--- src/rtl/game_flow_ctrl.sv ---
// game_flow_ctrl: volleyball match sequencer.
// Walks IDLE -> SERVE -> RALLY -> SCORED -> (SERVE | OVER), detects ball
// landings from the ball position, keeps both scores and times the pauses.
// Optional feature macro: GAME_AUTO_RESTART_EN (OVER returns to IDLE by
// itself after OVER_DELAY cycles instead of waiting for a start press).
module game_flow_ctrl #(
  parameter int unsigned SERVE_DELAY = 50_000_000,
  parameter int unsigned POINT_DELAY = 50_000_000,
  parameter int unsigned OVER_DELAY  = 150_000_000,
  parameter int unsigned WIN_SCORE   = 7,
  parameter int unsigned FLOOR_Y     = 220,
  parameter int unsigned BALL_H      = 30,
  parameter int unsigned BALL_W      = 30,
  parameter int unsigned NET_CX      = 163
) (
  input  logic        clk,
  input  logic        reset,
  input  logic        start_btn,
  input  logic [11:0] Ball_X,
  input  logic [11:0] Ball_Y,
  output logic [1:0]  Game_state,
  output logic        who_win,
  output logic [3:0]  score_player,
  output logic [3:0]  score_npc,
  output logic        point_pulse,
  output logic        match_winner
);

  typedef enum logic [2:0] {
    S_IDLE,
    S_SERVE,
    S_RALLY,
    S_SCORED,
    S_OVER
  } state_t;

  localparam logic [31:0] SERVE_LAST = 32'(SERVE_DELAY - 1);
  localparam logic [31:0] POINT_LAST = 32'(POINT_DELAY - 1);
`ifdef GAME_AUTO_RESTART_EN
  localparam logic [31:0] OVER_LAST  = 32'(OVER_DELAY - 1);
`endif
  localparam logic [3:0]  WIN_PTS    = 4'(WIN_SCORE);

  state_t      r_state;
  logic [31:0] r_cnt;
  logic        r_start_q;
  logic [1:0]  r_game_state;
  logic        r_who_win;
  logic [3:0]  r_score_player;
  logic [3:0]  r_score_npc;
  logic        r_point_pulse;
  logic        r_match_winner;

  logic        w_start_rise;
  logic [12:0] w_ball_bottom;
  logic [12:0] w_ball_centre;
  logic        w_land;
  logic        w_left_court;
  logic [3:0]  w_player_inc;
  logic [3:0]  w_npc_inc;
  logic [3:0]  w_winner_score;

  // Ball geometry is evaluated in 13 bits so the sums never wrap.
  assign w_start_rise   = start_btn & ~r_start_q;
  assign w_ball_bottom  = {1'b0, Ball_Y} + 13'(BALL_H);
  assign w_ball_centre  = {1'b0, Ball_X} + 13'(BALL_W / 2);
  assign w_land         = (w_ball_bottom >= 13'(FLOOR_Y));
  assign w_left_court   = (w_ball_centre < 13'(NET_CX));
  assign w_player_inc   = (r_score_player == 4'hF) ? 4'hF : r_score_player + 4'd1;
  assign w_npc_inc      = (r_score_npc == 4'hF) ? 4'hF : r_score_npc + 4'd1;
  assign w_winner_score = r_who_win ? r_score_npc : r_score_player;

  // Match FSM with all outputs registered alongside the state.
  always_ff @(posedge clk) begin
    if (reset) begin
      r_state        <= S_IDLE;
      r_cnt          <= 32'd0;
      r_start_q      <= 1'b0;
      r_game_state   <= 2'd0;
      r_who_win      <= 1'b0;
      r_score_player <= 4'd0;
      r_score_npc    <= 4'd0;
      r_point_pulse  <= 1'b0;
      r_match_winner <= 1'b0;
    end else begin
      r_start_q     <= start_btn;
      r_point_pulse <= 1'b0;
      case (r_state)
        S_IDLE: begin
          if (w_start_rise) begin
            r_score_player <= 4'd0;
            r_score_npc    <= 4'd0;
            r_who_win      <= 1'b0;
            r_cnt          <= 32'd0;
            r_state        <= S_SERVE;
            r_game_state   <= 2'd1;
          end
        end
        S_SERVE: begin
          if (r_cnt == SERVE_LAST) begin
            r_cnt        <= 32'd0;
            r_state      <= S_RALLY;
            r_game_state <= 2'd2;
          end else begin
            r_cnt <= r_cnt + 32'd1;
          end
        end
        S_RALLY: begin
          // A landing on the left half is a point for the NPC.
          if (w_land) begin
            if (w_left_court) begin
              r_score_npc <= w_npc_inc;
              r_who_win   <= 1'b1;
            end else begin
              r_score_player <= w_player_inc;
              r_who_win      <= 1'b0;
            end
            r_point_pulse <= 1'b1;
            r_cnt         <= 32'd0;
            r_state       <= S_SCORED;
            r_game_state  <= 2'd1;
          end
        end
        S_SCORED: begin
          if (r_cnt == POINT_LAST) begin
            r_cnt <= 32'd0;
            if (w_winner_score >= WIN_PTS) begin
              r_match_winner <= r_who_win;
              r_state        <= S_OVER;
              r_game_state   <= 2'd3;
            end else begin
              r_state      <= S_SERVE;
              r_game_state <= 2'd1;
            end
          end else begin
            r_cnt <= r_cnt + 32'd1;
          end
        end
        S_OVER: begin
`ifdef GAME_AUTO_RESTART_EN
          if (r_cnt == OVER_LAST) begin
            r_cnt          <= 32'd0;
            r_score_player <= 4'd0;
            r_score_npc    <= 4'd0;
            r_who_win      <= 1'b0;
            r_match_winner <= 1'b0;
            r_state        <= S_IDLE;
            r_game_state   <= 2'd0;
          end else begin
            r_cnt <= r_cnt + 32'd1;
          end
`else
          if (w_start_rise) begin
            r_cnt          <= 32'd0;
            r_score_player <= 4'd0;
            r_score_npc    <= 4'd0;
            r_who_win      <= 1'b0;
            r_state        <= S_SERVE;
            r_game_state   <= 2'd1;
          end
`endif
        end
        default: begin
          r_cnt        <= 32'd0;
          r_state      <= S_IDLE;
          r_game_state <= 2'd0;
        end
      endcase
    end
  end

  assign Game_state   = r_game_state;
  assign who_win      = r_who_win;
  assign score_player = r_score_player;
  assign score_npc    = r_score_npc;
  assign point_pulse  = r_point_pulse;
  assign match_winner = r_match_winner;

endmodule

--- config.mk ---
export PLATFORM = sky130hd
export DESIGN_NAME = game_flow_ctrl
export DESIGN_NICKNAME = d
export VERILOG_FILES = /design/src/rtl/game_flow_ctrl.sv
export SDC_FILE = /design/constraint.sdc
export NUM_CORES = 1
export LEC_CHECK = 0
export ABC_AREA = 1
export BUFFER_PORTS_ARGS = -buffer_cell sky130_fd_sc_hd__clkbuf_2
export CORE_ASPECT_RATIO = 1.2
export CORE_MARGIN = 2
export CORE_UTILIZATION = 30
export DETAILED_ROUTE_END_ITERATION = 16
export HOLD_SLACK_MARGIN = 0.15
export PLACE_DENSITY = 0.43
export SLEW_MARGIN = 20
export SYNTH_ARGS = -nofsm -noshare
export SYNTH_HDL_FRONTEND = slang
export SYNTH_SLANG_ARGS = --single-unit
--- constraint.sdc ---
create_clock -name clk -period 3.05 [get_ports clk]
set_input_delay 0.305 -clock clk [delete_from_list [all_inputs] [get_ports clk]]
set_output_delay 0.305 -clock clk [all_outputs]
set_load 0.005 [all_outputs]
=== After elaboration in Yosys (flattened, before gate mapping) ===
Cells that the tools add are included.

* Register bits: 49
* Input port bits: 27
* Output and inout bits: 13
* Word-level logic and storage cells: 75

* $add $sub $neg: 5
* $lt $le $gt $ge: 3
* Eq/ne operators: 13
* Muxes and demuxes: 31
* Bitwise gates (word level): 3
* Reduce and logical (&&, ||, !) cells: 11

{| class="wikitable"
|+ Operators by type and width
! operator !! number
|-
| $mux W32 || 3
|-
| $pmux W32 S3 || 1
|-
| $add A32 B1 Y32 const B || 1
|-
| $eq A32 B26 Y1 const B || 1
|-
| $mux W4 || 8
|-
| $pmux W4 S2 || 2
|-
| $mux W3 || 5
|-
| $add A12 B4 Y13 const B || 1
|-
| $add A12 B5 Y13 const B || 1
|-
| $ge A13 B8 Y1 const B || 1
|-
| $lt A13 B8 Y1 const B || 1
|-
| $pmux W3 S4 || 1
|-
| $reduce_and A4 Y1 || 3
|-
| $mux W2 || 5
|-
| $ne A2 B2 Y1 const B || 5
|-
| $add A4 B1 Y4 const B || 2
|-
| $eq A4 B4 Y1 const B || 2
|-
| $pmux W2 S4 || 1
|-
| $eq A3 B2 Y1 const B || 2
|-
| $reduce_and A3 Y1 || 2
|-
| $reduce_or A2 Y1 || 3
|-
| $ge A4 B3 Y1 const B || 1
|-
| $mux W1 || 4
|-
| $eq A3 B1 Y1 const B || 1
|-
| other kinds (8) || 9
|}

=== Longest topological paths before layout ===
Gate-level depths: netlist of run 1.

* Depth after elaboration: 5
* Gate-level depth with buffers: 15
* Gate-level depth less buffers: 15

=== Worst setup path before layout of run 1 ===
OpenSTA, ideal clock, no wires.

* Kind: register -> register
* Start point: reg r_cnt[0]
* End point: reg r_cnt[2]
* Setup time: 116 ps
* Arrival time: 1601 ps
* Setup slack: 1333 ps
* Cell stages (with the launch flop): 11
* Buffers on the path: 0
* Period minus slack after synthesis: 1717 ps
* Cells stage by stage: dfxtp_1 > ha_1 > inv_1 > nor3_4 > nand2_1 > nor3_1 > nand4_1 > o21ai_2 > nand2_4 > nand2_2 > nor2_1

* Longest elaborated chain between the ends: 3
* Elaborated cells on any way between the ends: 4
* Classes of those cells: add/sub: 1; eq/ne: 1; mux: 2

{| class="wikitable"
|+ Ends and longest elaborated chain
! element !! line !! text
|-
| from (decl) || 45 || <nowiki>logic [31:0] r_cnt;</nowiki>
|-
| from (signal assigned) || 105 || <nowiki>r_cnt <= r_cnt + 32'd1;</nowiki>
|-
| from (signal assigned) || 136 || <nowiki>r_cnt <= r_cnt + 32'd1;</nowiki>
|-
| $add A32 B1 Y32 or $eq A32 B26 Y1 (tied branches) || - ||
|-
| $mux W32 * || 100, 125 ||
|-
| $pmux W32 S3 * || 88 || <nowiki>case (r_state)</nowiki>
|}

Every way passes the cells marked *; elsewhere a longest branch is shown, timed or not.
A chain may end at the register's enable or synchronous reset.

=== Worst setup path after layout of run 1 ===
Ends and elaborated chain as after synthesis.

==> impl_metrics.json, run 1 <==
{
  "start_util_pct": 31.0,
  "avgSynthCellArea_um2": 6.18,
  "rr_worst_depth": 10,
  "drc": 0,
  "wl_per_cell_um": 13.3,
  "max_cap_viol_count": 0,
  "crit_chain": "ha_1 -> inv_1 -> nor3_4 -> nand2_1 -> nor3_1 -> nand4_1 -> o21ai_2 -> nand2_4 -> nand2_2 -> nor2_1",
  "total_power_uw": 2150,
  "fmax_mhz": 439,
  "cts_resized": 0,
  "post-synth-top-count-cell": "nand2_1",
  "path_clk_slew_ns": 0.06,
  "drt-total-wl_um": 9970,
  "overflow": 0,
  "ys_seq_elements": 49,
  "setup_viol": 0,
  "r2r_end": "r_cnt[2]$_SDFFE_PP0P_",
  "io-pin-count": 40,
  "diodes": 0,
  "critPathArrivalTime_ns": 2.45,
  "multi_input_comb_area_um2": 2140,
  "ys.flop_type": "dfxtp_1",
  "placed_cell_area_um2": 3790,
  "dp_hpwl_um": 7720,
  "ctsLongestPathBuffers": 2,
  "grt_pass1_vias": 3592,
  "skew_ns": 0.00831,
  "regArea_um2": 981,
  "hold_viol": 0,
  "status": "complete, no violations",
  "grt_pass1_wl_um": 17000,
  "postCtsHoldBufs": 0,
  "final_area_um2": 3920,
  "timing.final.crit_share_pct": 74.7,
  "areaGrowthSynthToFinish_pct": 13.4,
  "worstPathBufferInverterCount": 1,
  "finalNetCount": 628,
  "synth_top_cells_by_count": "146 x nand2_1, 64 x nor2_1, 60 x inv_1",
  "async_reset_ff_share_pct": 0,
  "cp_slowest_cell": "dfxtp_1",
  "synthCells": 559,
  "fill_cells": 1284,
  "via_per_inst": 4.94,
  "min-delay-start": "start_btn",
  "fin_crit_ns": 2.28,
  "antenna_left": 0,
  "crit_fanout": 8,
  "dp_cells": 743,
  "hold_class": "in -> reg",
  "cp-start-kind": "register",
  "drt-initial-drc-count": 147,
  "cp_top_family": "simple AND/OR/NAND/NOR gates",
  "min_to": "r_start_q$_SDFF_PP0_",
  "cts_tree": "built",
  "ys.warnings.count": 0,
  "rsz0062_at_grt": "false",
  "dieArea_um2": 12400,
  "grt.total_usage_pct": 17.1,
  "synth-edff-count": 0,
  "vdd.ir_drop.worst_uv": 366,
  "setup-tns-final_ns": 0,
  "synth_nets": 591,
  "stdcell_count": 749,
  "fp.dieH_um": 122,
  "ys_seq_area_share_pct": 28.4,
  "max_slew_margin_pct": 61.3,
  "portBuffers": 38,
  "cp-end-kind": "register",
  "critPathKind": "reg -> reg",
  "numCtsBuffers": 5,
  "slowest_delay_ns": 0.47,
  "dieWidth_um": 102,
  "grt_max_degree": 29,
  "drv_slew": 0,
  "tightestPinTransition_ns": 0.580,
  "clock_latency_ns": 0.29,
  "cts.sinks": 49,
  "cts.htree.levels": 2,
  "synth_top_cell_area_share_pct": 28.4,
  "design.core.area_um2": 11100,
  "r2r_slack_ns": 0.77,
  "vias": 3703,
  "cts_setup_buffers": 0,
  "place_congestion": 0.876,
  "antenna_found_initial": 0,
  "yosysTopAreaCell": "dfxtp_1",
  "holdPathStages": 3,
  "fp-row-count": 42,
  "regToRegStartpoint": "r_cnt[0]$_SDFFE_PP0P_",
  "synth.distinct_cells": 37,
  "drive_gt1_share_pct": 13.1,
  "cts-root-buf": "clkbuf_16",
  "p_leak_uw": 0.00153,
  "dr.pass1.iters": 4,
  "timing.hold.ws_ns": 0.241,
  "required_ns": 3.22,
  "netlist_top_cells_area": "dfxtp_1 28%, nand2_1 16%, nand3_1 7.2%",
  "power_density_nw_per_um2": 549,
  "synth_area_um2": 3460
}
==> cell type report <==
class                      instances  area share, %
multi-input combinational        433           54.7
sequential                        49           25.0
timing repair buffer              44           6.00
tap                              154           4.92
clock inverter                     1          0.128
inverter                          63           6.03
clock buffer                       5           3.19
==> worst max path at each step <==
| stage | slack, ns | start | cells after the start | to |
|---|---|---|---|---|
| after floorplan | 1.33 | r_cnt[0]$_SDFFE_PP0P_ | 10 | r_cnt[2]$_SDFFE_PP0P_ |
| after global placement | 0.79 | r_cnt[0]$_SDFFE_PP0P_ | 10 | r_cnt[2]$_SDFFE_PP0P_ |
| after detailed placement | 0.74 | r_cnt[0]$_SDFFE_PP0P_ | 10 | r_cnt[2]$_SDFFE_PP0P_ |
| after CTS | 0.73 | r_cnt[0]$_SDFFE_PP0P_ | 10 | r_cnt[2]$_SDFFE_PP0P_ |
| after global routing | 0.58 | r_cnt[0]$_SDFFE_PP0P_ | 10 | r_cnt[2]$_SDFFE_PP0P_ |
| final | 0.77 | r_cnt[0]$_SDFFE_PP0P_ | 10 | r_cnt[2]$_SDFFE_PP0P_ |
==> cells by family after synthesis <==
logic type	after synthesis	share of synthesized area (%)
compound gates	68	10.5
xor+xnor	11	2.79
fa+ha+maj	5	1.81
buf+inv	77	9.59
flops	49	28.4
simple gates	349	46.9
==> sequential cells by signal, summed over array words and instances, names as in the netlist <==
name,cells
score_player,4
score_npc,4
r_start_q,1
match_winner,1
Game_state,2
r_state,3
r_cnt,32
who_win,1
point_pulse,1
==> metrics by stage <==
step / setup slack, ns / util (%)
detailed placement: 0.744 / 34.0
floorplan: 1.33 / -
finish: 0.773 / 35.2
global placement: 0.791 / 34.0
global route: 0.584 / 35.2
CTS: 0.732 / 35.2
==> metal layers <==
layer,GRT usage [%],routed length (um),share of wire [%],vias to the layer above
li1,-,-,-,1923
met1,20.8,4380,44,1693
met2,30.1,4970,50,72
met3,2.64,366,3.7,15
met4,6.08,258,2.6,0
met5,0,0,0,-
==> layout by cell type, fill, tap and decap left out, drive strengths merged <==
cell | synthesis | layout
buf | 10 | 6
clkinv | 1 | 2
a21oi | 37 | 37
xor2 | 8 | 8
xnor2 | 3 | 3
nand3b | 1 | 1
o211ai | 3 | 3
inv | 62 | 62
or2 | 7 | 7
nor3 | 34 | 34
nand2 | 151 | 151
dfxtp | 49 | 49
nor2 | 68 | 68
ha | 5 | 5
a21o | 1 | 1
nor4 | 5 | 5
and2 | 1 | 1
nand3 | 52 | 52
o21bai | 3 | 3
o21ai | 23 | 23
nor3b | 1 | 1
o21a | 1 | 1
nand4 | 29 | 29
clkbuf | 4 | 43
==> power breakdown <==
group / internal (uW) / switching (uW) / leakage, uW
Combinational: 271 / 513 / 0.00107
Sequential: 731 / 104 / 0.000398
Clock: 294 / 238 / 0.0000655
==> worst register-to-register path, delay by kind of cell (launching register included) <==
kind	cells	cell delay, ns
and+or+nand+nor	7	1.13
DFF	1	0.47
adders and majority gates	1	0.25
buffers and inverters	1	0.12
AOI/OAI and AO/OA	1	0.20
(Power assumes the default switching activity.)
==> run 2: changes to the inputs <==
Settings changed: ABC_AREA 1 to 0.
Clock period 3.05 ns to 2.3 ns, I/O delays scaled along.
==> run 2 against run 1 <==
  * Non-clock buffer count is 38 higher
  * Synthesized cell count down 36%
  * Routed wire length decreased by 21%
  * Final area decreased by 6.8%
  * Sequential cell count unchanged
  * Critical path type is now in -> reg
==> impl_metrics.json, run 2 <==
{
  "status": "complete, no violations",
  "synth.distinct_cells": 64,
  "min_to": "r_start_q$_SDFF_PP0_",
  "use_met1_pct": 18.6,
  "max_slew_margin_pct": 60.7,
  "placed_cell_area_um2": 3500,
  "diodes": 0,
  "max_cap_viol_count": 0,
  "mostFrequentLayoutCell": "dfxtp_1",
  "synth_area_um2": 2850,
  "ctsLongestPathBuffers": 2,
  "setup_viol": 0,
  "dieArea_um2": 10300,
  "clock_latency_ns": 0.30,
  "start_util_pct": 31.2,
  "p_sw_share_pct": 25.9,
  "largest_reg_flops": 32,
  "fp-row-count": 38,
  "drt-total-wl_um": 7860,
  "drv_slew": 0,
  "final_util_pct": 40.0,
  "ys_seq_area_share_pct": 34.5,
  "hold_class": "in -> reg",
  "r2r_end": "score_npc[3]$_SDFFE_PP0P_",
  "final_area_um2": 3650,
  "drt-initial-drc-count": 108,
  "timing.final.crit_share_pct": 96.7,
  "critPathArrivalTime_ns": 2.47,
  "ys_seq_elements": 49,
  "netlist_top_cells_area": "dfxtp_1 34%, nor2_1 5.3%, a21oi_1 4.9%",
  "pwr-share-clk_pct": 35.7,
  "cp-end-kind": "register",
  "tightestPinTransition_ns": 0.582,
  "grt_use_met2_pct": 27.0,
  "p_switching_uw": 472,
  "grt_pass1_vias": 2758,
  "cp-start-kind": "input port",
  "setup-tns-final_ns": 0,
  "cts-root-buf": "clkbuf_8",
  "dieWidth_um": 92.9,
  "yosysTopAreaCell": "dfxtp_1",
  "hold_viol": 0,
  "dpl_worst_slack_ns": -0.263,
  "fin_crit_ns": 2.22,
  "dp_hpwl_um": 6030,
  "portBuffers": 38,
  "required_ns": 2.54,
  "cts_tree": "built",
  "grtUsageMet3_pct": 2.11,
  "finalNetCount": 464,
  "final_cell_mix": "49 x dfxtp_1, 43 x buf_4, 40 x nor2_1",
  "holdPathStages": 2,
  "rr_worst_depth": 4,
  "fp.dieH_um": 111,
  "synth_top_cell_area_share_pct": 34.5,
  "ys.warnings.count": 0,
  "fmax_mhz": 450,
  "dr.pass1.iters": 4,
  "async_reset_ff_share_pct": 0,
  "r2r_slack_ns": 0.18,
  "timing.hold.ws_ns": 0.189,
  "critPathKind": "in -> reg",
  "power_density_nw_per_um2": 499,
  "regToRegStartpoint": "r_state[0]$_SDFFE_PP0P_",
  "numCtsBuffers": 5,
  "regMostFlops": "r_cnt",
  "overflow": 0,
  "cts.sinks": 49,
  "seqPwrFrac_pct": 47.7,
  "areaGrowthSynthToFinish_pct": 28.3,
  "grt_max_degree": 23,
  "synth_nets": 388,
  "top_usage_layer": "met2",
  "path_clk_slew_ns": 0.09,
  "fin_ws_ns": 0.0766,
  "drc": 0,
  "synthCells": 356,
  "vias": 2873,
  "antenna_found_initial": 0,
  "antenna_left": 0,
  "skew_ns": 0.00673,
  "vdd.ir_drop.worst_uv": 318,
  "p_int_uw": 1350,
  "synth_top_cells_by_count": "49 x dfxtp_1, 40 x nor2_1, 28 x a21oi_1",
  "synth-edff-count": 0,
  "rsz0062_at_grt": "false",
  "p_comb_share_pct": 16.6,
  "via_per_inst": 5.20,
  "design.core.area_um2": 9130,
  "p_leak_uw": 0.00136,
  "grt.total_usage_pct": 15.2,
  "wl_per_cell_um": 14.2,
  "io-pin-count": 40,
  "place_congestion": 0.787,
  "grt_pass1_wl_um": 12700,
  "drive_gt1_share_pct": 25.4,
  "avgSynthCellArea_um2": 8.00,
  "post-synth-top-count-cell": "dfxtp_1",
  "min-delay-start": "start_btn",
  "ys.flop_type": "dfxtp_1",
  "crit_fanout": 6,
  "cts.htree.levels": 2
}
[run 2: cell count changes in the layout (fill, tap and decap cells not counted), moves of 6 or more]
cell / before / now
inv_1: 60 / 12
nor3_1: 28 / 7
a21oi_1: 37 / 27
nand3_1: 50 / 19
a211oi_1: 0 / 8
clkbuf_8: 0 / 6
nor4_1: 4 / 11
nand2_1: 146 / 26
or2_2: 7 / 1
a31oi_1: 0 / 7
nand4_1: 29 / 7
buf_4: 6 / 43
nor2_1: 64 / 40
and3_1: 0 / 7
[run 2: critical path, cell delays in order]
cell and delay, ns:
clkbuf_2 0.12, inv_4 0.04, ha_4 0.21, o21bai_1 0.16, a211o_1 0.27, a211o_4 0.33
a21o_1 0.20, or3_4 0.41, or3_4 0.38, a21oi_2 0.12
[run 2: layout make-up]
type	count	area, um^2
Fill cell	969	5480
Multi-Input combinational cell	280	1800
Sequential cell	49	981
Timing Repair Buffer	82	539
Tap cell	120	150
Clock buffer	7	86.3
Inverter	14	67.6
Clock inverter	1	30.0
[run 2: power by group through the flow]
stage | Sequential, uW | Clock [uW] | Combinational [uW]
2_1_floorplan | 888 | 0 | 162
3_3_place_gp | 889 | 0 | 301
3_5_place_dp | 889 | 0 | 301
4_1_cts | 870 | 682 | 302
5_1_grt | 872 | 719 | 338
6_report | 869 | 651 | 302
[run 2: logic make-up after synthesis]
kind of cell    Yosys count  share of synthesized area [%]
simple gates            161                           30.4
compound gates           95                           22.9
flops                    49                           34.5
buf+inv                  27                           4.04
xor+xnor                 15                           4.62
fa+ha+maj                 5                           2.20
mux                       4                           1.45
[run 2: worst max-delay path by stage]
stage	from	to	slack, ns	cells after the start
2_1_floorplan	Ball_Y[2]	r_cnt[28]$_SDFFE_PP0P_	-0.09	10
3_3_place_gp	Ball_Y[2]	r_cnt[15]$_SDFFE_PP0P_	-0.27	11
3_5_place_dp	Ball_Y[2]	r_cnt[28]$_SDFFE_PP0P_	-0.26	10
4_1_cts	Ball_Y[2]	r_cnt[28]$_SDFFE_PP0P_	0.04	10
5_1_grt	r_state[0]$_SDFFE_PP0P_	r_cnt[16]$_SDFFE_PP0P_	0.01	8
6_report	Ball_Y[1]	r_cnt[28]$_SDFFE_PP0P_	0.08	10
[run 2: per-layer routing]
metal,routed length (um),up-vias
met3,295,10
li1,-,1485
met4,152,0
met5,0,-
met1,3550,1326
met2,3860,52
[run 2: per-stage QoR]
stage / power, uW / instances
global route: 1930 / 553
CTS: 1850 / 553
finish: 1820 / 553
global placement: 1190 / 545
floorplan: 1050 / 356
detailed placement: 1190 / 545
[run 2: what timing repair did]
item / CTS / global route
resized for setup: 0 / 9
hold buffers: 0 / 0
endpoints found under the setup margin: 0 / 29
hold endpoints to repair: 0 / 0
setup buffers: 0 / 0
